[config.mk]
export PLATFORM = sky130hd
export DESIGN_NAME = mux_encoder_rr
export DESIGN_NICKNAME = d
export VERILOG_FILES = /design/src/rtl/mux_encoder_rr.sv
export SDC_FILE = /design/constraint.sdc
export NUM_CORES = 1
export LEC_CHECK = 0
export CAP_MARGIN = 10
export CORE_UTILIZATION = 35
export CTS_CLUSTER_SIZE = 40
export DETAILED_ROUTE_END_ITERATION = 16
export PLACE_DENSITY = 0.58
export RECOVER_POWER = 50
export REMOVE_ABC_BUFFERS = 1
export SYNTH_ARGS = -nofsm -noshare
export SYNTH_HDL_FRONTEND = slang
export SYNTH_SLANG_ARGS = --single-unit
[constraint.sdc]
create_clock -name clk -period 2.5 [get_ports clk]
set_input_delay 0.25 -clock clk [delete_from_list [all_inputs] [get_ports clk]]
set_output_delay 0.25 -clock clk [all_outputs]
set_load 0.02 [all_outputs]
[src/rtl/mux_encoder_rr.sv]
// N-channel stream multiplexer with valid/ready on every port and a registered output stage.
// Arbitration is either fixed by `sel` or round-robin with up to BURST beats per grant.
module mux_encoder_rr #(
    parameter int NCH   = 4,
    parameter int W     = 2,
    parameter int SELW  = $clog2(NCH),
    parameter int BURST = 1
) (
    input  logic              clk,
    input  logic              rst_n,
    input  logic              mode,
    input  logic [SELW-1:0]   sel,
    input  logic [NCH*W-1:0]  in_data,
    input  logic [NCH-1:0]    in_valid,
    output logic [NCH-1:0]    in_ready,
    output logic [W-1:0]      out_data,
    output logic [SELW-1:0]   out_ch,
    output logic              out_valid,
    input  logic              out_ready
);

    // Index space of a SELW-bit channel number; bits at or above NCH are never valid.
    localparam int NSEL = 1 << SELW;

    typedef enum logic {IDLE, GRANT} state_t;

    state_t          state_q, state_d;
    logic [SELW-1:0] rr_ptr_q, rr_ptr_d;
    logic [SELW-1:0] cur_q, cur_d;
    logic [7:0]      beat_cnt_q, beat_cnt_d;
    logic [W-1:0]    out_data_q, out_data_d;
    logic [SELW-1:0] out_ch_q, out_ch_d;
    logic            out_valid_q, out_valid_d;

    logic [NSEL-1:0] valid_ext;
    logic [NSEL-1:0] ready_ext;
    logic            can_load;
    logic            cur_valid;
    logic            xfer;
    logic [W-1:0]    cur_data;
    logic [SELW-1:0] cur_next;
    logic [SELW-1:0] rr_pick;
    logic            rr_found;
    int              scan_idx;

    assign valid_ext = NSEL'(in_valid);
    assign can_load  = !out_valid_q || out_ready;
    assign cur_valid = valid_ext[cur_q];
    assign cur_data  = in_data[int'(cur_q)*W +: W];
    assign xfer      = (state_q == GRANT) && cur_valid && can_load;
    assign cur_next  = (cur_q == SELW'(NCH-1)) ? '0 : cur_q + SELW'(1);

    // First valid channel at or after rr_ptr, wrapping modulo NCH.
    always_comb begin
        rr_found = 1'b0;
        rr_pick  = '0;
        scan_idx = 0;
        for (int k = 0; k < NCH; k++) begin
            scan_idx = int'(rr_ptr_q) + k;
            if (scan_idx >= NCH) scan_idx = scan_idx - NCH;
            if (!rr_found && in_valid[scan_idx]) begin
                rr_found = 1'b1;
                rr_pick  = SELW'(scan_idx);
            end
        end
    end

    always_comb begin
        ready_ext = '0;
        if (state_q == GRANT && can_load) ready_ext[cur_q] = 1'b1;
        in_ready = ready_ext[NCH-1:0];
    end

    always_comb begin
        state_d     = state_q;
        rr_ptr_d    = rr_ptr_q;
        cur_d       = cur_q;
        beat_cnt_d  = beat_cnt_q;
        out_data_d  = out_data_q;
        out_ch_d    = out_ch_q;
        out_valid_d = out_valid_q;

        if (xfer) begin
            out_data_d  = cur_data;
            out_ch_d    = cur_q;
            out_valid_d = 1'b1;
        end else if (out_ready) begin
            out_valid_d = 1'b0;
        end

        case (state_q)
            IDLE: begin
                if (!mode) begin
                    if (valid_ext[sel]) begin
                        cur_d      = sel;
                        beat_cnt_d = '0;
                        state_d    = GRANT;
                    end
                end else if (rr_found) begin
                    cur_d      = rr_pick;
                    beat_cnt_d = '0;
                    state_d    = GRANT;
                end
            end
            GRANT: begin
                // A source that drops valid forfeits the rest of its burst.
                if (!cur_valid) begin
                    state_d  = IDLE;
                    rr_ptr_d = cur_next;
                end else if (xfer) begin
                    beat_cnt_d = beat_cnt_q + 8'd1;
                    if (beat_cnt_q == 8'(BURST-1)) begin
                        state_d  = IDLE;
                        rr_ptr_d = cur_next;
                    end
                end
            end
            default: state_d = IDLE;
        endcase
    end

    always_ff @(posedge clk or negedge rst_n) begin
        if (!rst_n) begin
            state_q     <= IDLE;
            rr_ptr_q    <= '0;
            cur_q       <= '0;
            beat_cnt_q  <= '0;
            out_data_q  <= '0;
            out_ch_q    <= '0;
            out_valid_q <= 1'b0;
        end else begin
            state_q     <= state_d;
            rr_ptr_q    <= rr_ptr_d;
            cur_q       <= cur_d;
            beat_cnt_q  <= beat_cnt_d;
            out_data_q  <= out_data_d;
            out_ch_q    <= out_ch_d;
            out_valid_q <= out_valid_d;
        end
    end

    assign out_data  = out_data_q;
    assign out_ch    = out_ch_q;
    assign out_valid = out_valid_q;

endmodule

Word-level counts from Yosys, hierarchy flattened
Cells that the tools add are included.
{"block": "classes", "muxes": 53, "n_lt_le_gt_ge": 11, "multipliers": 0, "add_sub_neg": 9, "n_eq_ne": 8, "shifts": 1, "bitwise": 1, "reduce_logical": 18, "div": 0}
{"operator": "$lt 32x4->1 const B", "count": 4}
{"operator": "$mux 32", "count": 4}
{"operator": "$mux 8", "count": 5}
{"operator": "$mux 1", "count": 23}
{"operator": "$mux 2", "count": 11}
{"operator": "$pmux 8 s2", "count": 1}
{"operator": "$bmux 1 s2", "count": 6}
{"operator": "$sub 3x3->4 const B", "count": 3}
{"operator": "$ne 2x1->1 const B", "count": 5}
{"operator": "$ge 3x3->1 const B", "count": 3}
{"operator": "$add 8x1->8 const B", "count": 1}
{"operator": "$logic_not 8->1", "count": 1}
{"operator": "$shiftx 8x4->2", "count": 1}
{"operator": "$logic_and 1x1->1", "count": 7}
{"operator": "$add 2x2->3 const B", "count": 2}
{"operator": "$lt 2x3->1 const B", "count": 2}
{"operator": "$ne 3x3->1 const B", "count": 2}
{"operator": "$reduce_and 3->1", "count": 2}
{"operator": "$logic_not 1->1", "count": 4}
{"operator": "$mux 4", "count": 1}
{"operator": "$reduce_and 4->1", "count": 1}
{"operator": "$reduce_bool 2->1", "count": 2}
{"operator": "$sub 2x3->4 const B", "count": 1}
{"operator": "$add 2x1->3 const B", "count": 1}
{"operator": "other kinds (8)", "count": 8}
{"block": "word_totals", "memories": 0, "reg_bits": 18, "wordCells": 108, "rom_bits": 0, "mem_bits_rw": 0, "latch_bits": 0, "output_inout_bits": 9}

Logic depth before layout (Yosys ltp)
{"block": "depth", "depth_word": 18, "mapped_depth": 7}

Worst setup path before layout
Ideal clock, no wire load.
{"block": "synth_timing", "kind": "register to register", "from": "register rr_ptr_q[0]", "to": "register cur_q[1]", "stages_incl_launch_ff": 7, "required_ns": 2.375, "period_less_slack_ns": 1.957, "slack_ns": 0.543, "path_buffers": 1, "t_arrival_ns": 1.832, "path_cell_list": "dfrtp_1 buf_6 mux2_4 or4_4 a211oi_2 nor2_2 mux2_4"}
{"block": "synth_via", "elab_chain_cells": 17, "word_cells_on_any_way": 45}
{"element": "from (decl)", "line": "28", "rtl": "logic [SELW-1:0] rr_ptr_q, rr_ptr_d;"}
{"element": "from (signal assigned)", "line": "133", "rtl": "rr_ptr_q <= rr_ptr_d;"}
{"element": "parallel branches: the longest is 17 deep, another holds $sub 3x3->4"}
{"element": "to (signal assigned)", "line": "134", "rtl": "cur_q <= cur_d;"}
{"element": "to (decl)", "line": "29", "rtl": "logic [SELW-1:0] cur_q, cur_d;"}
Several ways; the timed one is not identified. The select of a mux whose other input is x is not followed.
A chain may end at the register's enable or synchronous reset.

Worst setup path in the final report
{"block": "layout_timing", "from": "register cur_q[0]", "to": "output in_ready[0]"}
{"block": "layout_via", "elab_chain_cells": 5, "word_cells_on_any_way": 6}
{"element": "$lt 2x3->1 (not written as such) / $ge 2x1->1 (equally long branches)", "line": "70", "rtl": "if (state_q == GRANT && can_load) ready_ext[cur_q] = 1'b1;"}
{"element": "$logic_and 1x1->1 (not written as such)", "line": "70"}
{"element": "$mux 1 (not written as such)", "line": "70"}
{"element": "$demux 1 s2 *", "line": "70"}
{"element": "$mux 4 *", "line": "70"}
{"element": "to (decl)", "line": "15", "rtl": "output logic [NCH-1:0] in_ready,"}
Mark *: on every way between the ends. The rest lies on a longest branch, timed or not.

==> out/qor_table.md <==
| Stage | Quantity | This run |
|:---|:---|:---|
| status | Outcome | finished, final reports clean |
| synthesis | Synthesized netlist cell count | 127 |
| synthesis | Library cells used by synthesis | 36 |
| timing | Hold Violations, Final | 0 |
| clocking | Num CTS Buffers | 3 |
| finish | Post-route cell area | 1560 um2 |
| global routing | Vias in the first global route | 886 |
| timing | Share of the clock period used by the worst path after layout | 89.22% |
| critical path | Data required time of the worst path | 2.25 ns |
| critical path | R2r startpoint | rr_ptr_q[0] |
| critical path | Terminus of the critical flop-to-flop path | cur_q[1] |
| global routing | First-pass GRT wire length | 4126 um |
| placed design | RD Place Congestion | 0.8333 |
| power and ir drop | Power per cell area | 954.6 nW/um2 |
| routing | Total Wirelength | 2627 um |
| placed design | Placed inst area | 1524 um2 |
| min path | Worst min-delay path category | primary input to async pin |
| floorplanning | Standard cell core area | 3363 um2 |
| routing | Detailed-route via count | 1018 |
| routing | Per-cell routed wire length | 13.34 um |
| clocking | Post-CTS Repair Setup Buffers | 0 |
| clocking | Post-cts gate resize count | 0 |
| floorplanning | Area of the die | 3763 um2 |
| finish | Final nets | 176 |
| timing | Final slew viol count | 0 |
| critical path | Biggest fanout along the worst timing path | 8 |
| placed design | PortBufs | 26 |
| critical path | Crit path arrival time | 1.98 ns |
| synthesis | Part of the Yosys area used for sequential elements | 36.55% |
| timing | Maximum operating frequency | 0.4483 GHz |
| synthesis | Avg Cell Area, Syn | 9.704 um2 |
| synthesis | Number of register bits inferred by synthesis | 18 |
| critical path | Sort of element at the end of the critical path | output pin |
| global routing | Overflow after GRT | 0 |
| floorplanning | Die Width | 61.34 um |
| timing | Count of endpoints failing setup in the final report | 0 |
| routing | Post-DR vias/cell | 5.168 |
| global routing | Global-route usage over all layers | 15.17% |
| placed design | Cell Count Post-Placement | 193 |
| timing | Actual slew at the worst max-slew pin | 0.8286 ns |
| routing | Final antenna-violating net count | 0 |
| routing | Initial DRC Count | 56 |
| routing | Number of detailed-routing iterations run before antenna repair | 4 |
| finish | Commonest non-fill, non-tap cell in the layout | clkdlybuf4s50_1 |
| finish | Most frequent cells in the layout | clkdlybuf4s50_1, dfrtp_1, nor2_1, nand2_1, inv_1 |
| critical path | Worst Setup Path Type | register to output pin |
| floorplanning | Height of the die | 61.34 um |
| timing | Shortest period the worst path allows | 2.230 ns |
| finish | Layout overhead on the synthesized area | 26.60% |
| clocking | Number of H-tree levels | 1 |
| clocking | Clock latency of the later-clocked register in the worst-skew pair | 0.29 ns |
| run | Max-cap violation count | 0 |
| routing | DRC errors left | 0 |
| timing | Total negative slack for setup checks | 0 ns |
| finish | Antenna cell count | 0 |
| critical path | R2R cell count | 5 |
| clocking | Clock tree from TritonCTS | built |
| critical path | List of cells traversed by the critical path | inv_1 > ha_1 > and3_1 > clkdlybuf4s50_1 |
| placed design | Half-perimeter wire length after detailed placement | 2070 um |
| synthesis | Post-synthesis instance area | 1232 um2 |
| timing | Post-route worst hold slack | 0.4895 ns |
| critical path | Delay of the slowest cell on the worst path | 0.60 ns |
| timing | Fin Clk Skew | 0.008904 ns |
| timing | Remaining max-slew budget at the tightest pin | 44.58% |
| finish | Fraction of layout cells with a size suffix above 1 | 11.92% |
| timing | Setup repair after global routing missed its margin | no |
| floorplanning | Initial Util | 36.64% |
| floorplanning | Row cnt | 21 |
| floorplanning | Number of primary I/O pins | 27 |
| clocking | Hold-fix buffers at CTS | 0 |
| critical path | CP max stage cell | dfrtp_1 |
| critical path | Critical Path Start Type | register |
| finish | Final cell count without fillers | 197 |
| clocking | Clock Root Buffer | clkbuf_4 |
| global routing | Initial antenna violation count | 0 |
| synthesis | Yosys warns | 0 |
| clocking | Clock transition time at the flip-flop clock pins of the worst setup and hold paths | 0.11 ns |
| clocking | CTS Sinks | 18 |
| global routing | Maximum number of pins on one net before global-route repair | 19 |
| power and ir drop | Lkg Pwr | 0.6862 nW |
| critical path | Minimum setup slack among reg-to-reg paths | 0.39 ns |
| power and ir drop | Peak supply drop | 0.4848 mV |
| clocking | Max Buffers Root-to-Sink | 2 |
==> area by class of cell <==
class | instances | area, um2
Clock buffer | 4 | 36.28
Fill cell | 357 | 1803
Inverter | 8 | 30.03
Multi-Input combinational cell | 93 | 710.7
Sequential cell | 18 | 450.4
Tap cell | 46 | 57.56
Timing Repair Buffer | 28 | 275.3
==> cell families (layout without fill, tap and decap cells) <==
family | count (synthesis) | after routing | synth area share (%)
xor+xnor | 6 | 6 | 4.265
buf+inv | 16 | 40 | 5.786
compound gates | 17 | 17 | 9.644
mux | 12 | 12 | 16.14
simple gates | 52 | 52 | 21.52
flops | 18 | 18 | 36.55
fa+ha+maj | 6 | 6 | 6.091
==> state kept, by name, indices dropped and copies added (netlist names) <==
signal,cells
out_valid,1
state_q,1
cur_q,2
beat_cnt_q,8
out_data,2
out_ch,2
rr_ptr_q,2
==> synthesized netlist by cell type <==
library cell	count	area, um2
mux2i_1	3	30.03
mux2_4	2	30.03
mux4_1	1	26.28
and3_1	5	31.28
nand3_2	1	10.01
a31o_1	1	8.760
nor2_2	1	6.260
nand4_1	4	25.02
buf_2	3	15.01
nand3b_1	2	15.01
mux2_2	2	22.52
buf_6	1	11.26
nand3_1	2	10.01
inv_1	8	30.03
nor2b_1	1	6.260
a211oi_1	2	15.01
nor2_1	13	48.80
nor4b_1	1	8.760
ha_1	6	75.07
xnor2_1	3	26.28
mux4_2	4	90.09
clkbuf_1	4	15.01
or4_4	1	11.26
nand2_1	13	48.80
o21ai_1	1	5.000
o21bai_1	2	15.01
o221ai_1	2	17.52
xor2_1	3	26.28
a21oi_1	5	25.02
a211oi_2	1	12.51
nand2b_1	2	12.51
nor3_1	5	25.02
o21ai_0	2	10.01
a32o_1	1	10.01
nor4_1	1	6.260
dfrtp_1	18	450.4
==> layer usage <==
| metal | GRT usage, % | routed length [um] | share of wire (%) |
|---|---|---|---|
| met1 | 19.69 | 1236 | 47 |
| met2 | 25.47 | 1301 | 50 |
| met3 | 3.151 | 62 | 2.4 |
| met4 | 4.762 | 26 | 0.99 |
| met5 | 0 | 0 | 0 |
==> report_power, final <==
part / internal (mW) / switching (mW)
clock: 0.0886 / 0.0928
sequential: 0.389 / 0.155
combinational: 0.386 / 0.379
==> worst max-delay path by stage <==
stage | to | startpoint | cells after the start
global placement | cur_q[1] | in_valid[1] | 6
detailed placement | cur_q[1] | in_valid[1] | 6
global route | in_ready[0] | cur_q[0] | 4
floorplan | cur_q[1] | rr_ptr_q[0] | 5
finish | in_ready[0] | cur_q[0] | 4
CTS | in_ready[0] | cur_q[0] | 4
==> critical path, delay by kind of cell (launching register included) <==
kind | cells | cell delay, ns
adders and majority gates | 1 | 0.23
buffers and inverters | 2 | 0.70
DFF | 1 | 0.60
and+or+nand+nor | 1 | 0.16
==> per-stage QoR <==
| step | power (mW) | utilization, % | setup WS (ns) |
|---|---|---|---|
| 4_1_cts | 1.517 | 46.39 | 0.2536 |
| 2_1_floorplan | 1.038 | - | 0.5599 |
| 6_report | 1.489 | 46.39 | 0.2696 |
| 5_1_grt | 1.611 | 46.39 | 0.1526 |
| 3_5_place_dp | 1.333 | 45.31 | 0.1800 |
| 3_3_place_gp | 1.324 | 45.31 | 0.2340 |
Power figures use the tool's default switching activity.
